## config.mk

```make
export PLATFORM = sky130hd
export DESIGN_NAME = register_file_dump
export DESIGN_NICKNAME = d
export VERILOG_FILES = /design/src/rtl/register_file_dump.sv
export SDC_FILE = /design/constraint.sdc
export NUM_CORES = 1
export LEC_CHECK = 0
export CAP_MARGIN = 30
export CORE_AREA = 2 2 93 95
export CTS_BUF_LIST = sky130_fd_sc_hd__clkbuf_8
export CTS_CLUSTER_DIAMETER = 100
export DETAILED_ROUTE_END_ITERATION = 10
export DIE_AREA = 0 0 95 97
export PLACE_DENSITY = 0.88
export SLEW_MARGIN = 20
export SYNTH_ARGS = -nofsm -noshare
export SYNTH_HDL_FRONTEND = slang
export SYNTH_SLANG_ARGS = --single-unit
export TNS_END_PERCENT = 100
```

## constraint.sdc

```tcl
create_clock -name clk -period 2.8 [get_ports clk]
set_input_delay 0.56 -clock clk [delete_from_list [all_inputs] [get_ports clk]]
set_output_delay 0.56 -clock clk [all_outputs]
set_load 0.01 [all_outputs]
```

## src/rtl/register_file_dump.sv

```systemverilog
`default_nettype none
// ============================================================================
// Module      : register_file_dump
// Description : Sequential reader that walks a range of register file
//               entries through both read ports (idx, idx+1) and streams
//               each word out on a valid/ready interface in ascending
//               index order, wrapping modulo NUM_REGS.
// Revision    : 1.0 - initial release
// ============================================================================
module register_file_dump #(
    parameter int DATA_W   = 32,
    parameter int ADDR_W   = 5,
    parameter int NUM_REGS = 32
) (
    input  logic              clk,
    input  logic              rst,
    input  logic              start,
    input  logic [ADDR_W-1:0] first_reg,
    input  logic [ADDR_W-1:0] last_reg,
    output logic [ADDR_W-1:0] ReadRegister1,
    output logic [ADDR_W-1:0] ReadRegister2,
    input  logic [DATA_W-1:0] ReadData1,
    input  logic [DATA_W-1:0] ReadData2,
    output logic              dump_valid,
    input  logic              dump_ready,
    output logic [DATA_W-1:0] dump_data,
    output logic [ADDR_W-1:0] dump_index,
    output logic              dump_last,
    output logic              busy,
    output logic              done
);

    localparam logic [2:0] c_S_IDLE   = 3'd0;
    localparam logic [2:0] c_S_ISSUE  = 3'd1;
    localparam logic [2:0] c_S_WAIT   = 3'd2;
    localparam logic [2:0] c_S_SEND_A = 3'd3;
    localparam logic [2:0] c_S_SEND_B = 3'd4;
    localparam logic [2:0] c_S_FINISH = 3'd5;

    // Highest register index; increments past it wrap to zero.
    localparam logic [ADDR_W-1:0] c_MAX_IDX = ADDR_W'(NUM_REGS - 1);

    logic [2:0]        r_state;
    logic [2:0]        w_state_nxt;
    logic [ADDR_W-1:0] r_idx;
    logic [ADDR_W-1:0] r_end;
    logic [DATA_W-1:0] r_hold_a;
    logic [DATA_W-1:0] r_hold_b;
    logic [ADDR_W-1:0] w_idx_p1;
    logic [ADDR_W-1:0] w_idx_p2;
    logic              w_last_a;
    logic              w_last_b;
    logic              w_busy;

    assign w_idx_p1 = (r_idx == c_MAX_IDX)    ? '0 : r_idx + ADDR_W'(1);
    assign w_idx_p2 = (w_idx_p1 == c_MAX_IDX) ? '0 : w_idx_p1 + ADDR_W'(1);
    assign w_last_a = (r_idx == r_end);
    assign w_last_b = (w_idx_p1 == r_end);
    assign w_busy   = (r_state != c_S_IDLE);

    // State register; async reset drops any in-flight word immediately.
    always_ff @(posedge clk or posedge rst) begin
        if (rst) begin
            r_state <= c_S_IDLE;
        end else begin
            r_state <= w_state_nxt;
        end
    end

    // Next-state decode: a pair is issued, waited on, then sent A then B.
    always_comb begin
        w_state_nxt = r_state;
        case (r_state)
            c_S_IDLE:   if (start) w_state_nxt = c_S_ISSUE;
            c_S_ISSUE:  w_state_nxt = c_S_WAIT;
            c_S_WAIT:   w_state_nxt = c_S_SEND_A;
            c_S_SEND_A: if (dump_ready) w_state_nxt = w_last_a ? c_S_FINISH : c_S_SEND_B;
            c_S_SEND_B: if (dump_ready) w_state_nxt = w_last_b ? c_S_FINISH : c_S_ISSUE;
            c_S_FINISH: w_state_nxt = c_S_IDLE;
            default:    w_state_nxt = c_S_IDLE;
        endcase
    end

    // Range latch, pair capture from the regfile and index advance.
    always_ff @(posedge clk or posedge rst) begin
        if (rst) begin
            r_idx    <= '0;
            r_end    <= '0;
            r_hold_a <= '0;
            r_hold_b <= '0;
        end else begin
            case (r_state)
                c_S_IDLE: begin
                    if (start) begin
                        r_idx <= first_reg;
                        r_end <= last_reg;
                    end
                end
                c_S_WAIT: begin
                    r_hold_a <= ReadData1;
                    r_hold_b <= ReadData2;
                end
                c_S_SEND_B: begin
                    if (dump_ready && !w_last_b) begin
                        r_idx <= w_idx_p2;
                    end
                end
                default: begin
                end
            endcase
        end
    end

    // Read addresses are only driven while the reader owns the mux.
    assign ReadRegister1 = w_busy ? r_idx    : '0;
    assign ReadRegister2 = w_busy ? w_idx_p1 : '0;

    // Stream outputs come straight from held state, so they stay bit-stable
    // under backpressure and read as zero outside the send states.
    assign dump_valid = (r_state == c_S_SEND_A) || (r_state == c_S_SEND_B);
    assign dump_data  = (r_state == c_S_SEND_A) ? r_hold_a :
                        (r_state == c_S_SEND_B) ? r_hold_b : '0;
    assign dump_index = (r_state == c_S_SEND_A) ? r_idx    :
                        (r_state == c_S_SEND_B) ? w_idx_p1 : '0;
    assign dump_last  = ((r_state == c_S_SEND_A) && w_last_a) ||
                        ((r_state == c_S_SEND_B) && w_last_b);
    assign busy       = w_busy;
    assign done       = (r_state == c_S_FINISH);

endmodule
`default_nettype wire
```

==> flow_metrics.tcl <==
set metrics [dict create \
    synthCells 300 \
    p_leak_nw 2.36 \
    hold_buffers 0 \
    die_h_um 97 \
    regArea_mm2 0.00193 \
    final_cell_mix "clkdlybuf4s50_1 (120), dfrtp_1 (77), mux2_2 (70), a22o_1 (35), buf_4 (20)" \
    clkPwrFrac_pct 12.1 \
    worstSetupPathType "reg2out" \
    tns_ns -0.0380 \
    gp_congestion 0.947 \
    grt_setup_unrepaired "yes" \
    pwr-share-comb_pct 57.2 \
    power_mw 6.66 \
    grt_pass1_wl_um 14700 \
    clk_pin_slew_ns 0.07 \
    synth_nets 382 \
    vdd_drop_max_mv 0.534 \
    core_area_mm2 0.00813 \
    num_rows 33 \
    start_util_pct 46.7 \
    io_pins 129 \
    cp_cell_sequence "ha_2, and3_4, ha_4, or2b_1, xnor2_2, nor4b_4, nand3_1, nand2_1, buf_2" \
    cpPeakStageDelay_ns 0.38 \
    status "finished with violations" \
    cts_buffer_depth 2 \
    clk_latency_ns 0.33 \
    slew_viol_final 0 \
    cellPowerDensity_mw_per_mm2 1190 \
    drtAntennaViolNets 0 \
    overflow 0 \
    startpoint_type "flip-flop" \
    synth_ff_type "dfrtp_1" \
    finalHoldViolCount 0 \
    die_x_um 95 \
    first_pass_iters 4 \
    cp_slowest_cell "dfrtp_1" \
    tightest_slew_ns 0.725 \
    internal_power_mw 4.33 \
    ys_types 37 \
    fin_area_mm2 0.00558 \
    vias 2958 \
    cts_tree "done" \
    p_sw_share_pct 35.0 \
    synth_edf_count 0 \
    area_growth_syn_to_layout_pct 46.8 \
    clock.fmax_mhz 352 \
    drive_gt1_share_pct 30.6 \
    grt_pass1_vias 3057 \
    path_max_fanout 2 \
    final_common_cell "clkdlybuf4s50_1" \
    hold-worst-slack_ns 0.509 \
    required_ns 2.24 \
    pre_cts_ws_ns -0.246 \
    drv_cap 0 \
    cts.sinks 77 \
    cts_buffers 9 \
    antennaDiodeCount 0 \
    root_buffer "clkbuf_8" \
    setup_violations 1 \
    worst-path-buf-inv 1 \
    drt-total-wl_um 9200 \
    multi_input_area_mm2 0.00180 \
    power.switching_mw 2.33 \
    fin_crit_sh_pct 101 \
    hpwl_um 6420 \
    route.detailed.drc 0 \
    synth_seq_area_share_pct 50.7 \
    ys_warn_count 0 \
    wire_per_inst_um 16.7 \
    dr.first_iter.drc_count 137 \
    fillers 604 \
    fin_nets 524 \
    worst_ep_arrival_time_ns 2.28 \
    synth.avg_cell_area_um2 12.7 \
    grt_max_degree 41 \
    hold_class "reg2reg" \
    htreeDepth 3 \
    failed_checks "setup timing" \
    fin_crit_ns 2.84 \
    end_kind "output port" \
    worst_clock_skew_ns 0.00673 \
    synth-seq-cells 77 \
    synth_area_mm2 0.00380 \
    globalRouteTotalUtil_pct 20.3 \
    synth-async-reset-ratio_pct 100 \
    portBuffers 128 \
    dpl_cell_area_mm2 0.00531 \
    drt-vias-per-instance 5.38 \
    die-area_mm2 0.00922 \
    path_delay_family "simple AND/OR/NAND/NOR gates" \
    seq_power_share_pct 30.7 \
    slew_headroom_pct 51.6 \
    antenna_found_initial 0 \
    worst_slack_ns -0.0380 \
]
[power groups by stage]
stage / combinational, mW / clock, mW / sequential [mW]
floorplan: 2.27 / 0 / 1.96
global placement: 3.58 / 0 / 2.00
detailed placement: 3.67 / 0 / 2.05
CTS: 3.69 / 0.827 / 2.04
global route: 4.09 / 0.876 / 2.11
finish: 3.81 / 0.803 / 2.05
[metrics by stage]
step / instances / util, %
global route: 550 / 68.6
CTS: 548 / 67.7
global placement: 534 / 65.3
finish: 550 / 68.6
floorplan: 300 / -
detailed placement: 534 / 65.3
[final cells by class]
class	count	share of cell area (%)
clock inverters	4	0.897
multi-input cells	197	32.3
repair buffers	154	27.2
flip-flops and latches	77	34.5
well taps	105	2.35
clock buffers	10	2.47
inverters	3	0.224
[cells in the mapped netlist (all sizes together) (2+ instances only)]
master  instances  area [um^2]
dfrtp          77         1930
mux2           75          863
a22o           35          307
nand2          17         66.3
buf            15         87.6
nor2           10         37.5
clkbuf          8         30.0
nor2b           8         50.1
nor3            7         35.0
o21ai           6         30.0
xnor2           6         60.1
nand3           5         30.0
xor2            5         51.3
ha              4         50.1
inv             3         11.3
a21oi           2         10.0
and2            2         12.5
and3            2         12.5
o31ai           2         15.0
[sequential cells by signal, indices dropped and copies added, names as in the netlist]
register / flops
r_end: 5
r_hold_a: 32
r_hold_b: 32
r_idx: 5
r_state: 3
[repair_timing]
action | 4_1_cts | 5_1_grt
gates cloned | 0 | 1
pin swaps | 4 | 7
endpoints found under the hold margin | 0 | 0
gates resized for setup | 23 | 11
setup buffers | 0 | 1
setup endpoints to repair | 42 | 39
[routing by layer]
layer  GRT usage (%)  up-vias  wire, um
met5               0        -         0
met4            6.35        0       143
met3            5.30       14       619
met2            33.3      118      4540
met1            26.0     1467      3900
li1                -     1359         -
[kinds of logic after synthesis]
| group | Yosys count | share of synthesized area [%] |
|---|---|---|
| compound gates | 47 | 10.3 |
| xor+xnor | 11 | 2.93 |
| fa+ha+maj | 4 | 1.32 |
| buf+inv | 26 | 3.39 |
| flops | 77 | 50.7 |
| mux | 76 | 23.3 |
| simple gates | 59 | 8.13 |
[path summary, 6_finish.rpt]
kind | from | endpoint | slack [ns] | cells past startpoint
min in group asynchronous | rst | r_hold_a[17] | 0.64 | 2
setup reg to reg | r_idx[1] | r_idx[0] | 0.29 | 10
hold reg to reg | r_hold_a[14] | r_hold_a[14] | 0.51 | 1
hold / removal | r_hold_a[14] | r_hold_a[14] | 0.51 | 1
max in group asynchronous | rst | r_hold_a[1] | 1.51 | 3
setup / recovery | r_idx[1] | dump_last | -0.04 | 9
Power figures use the tool's default switching activity.
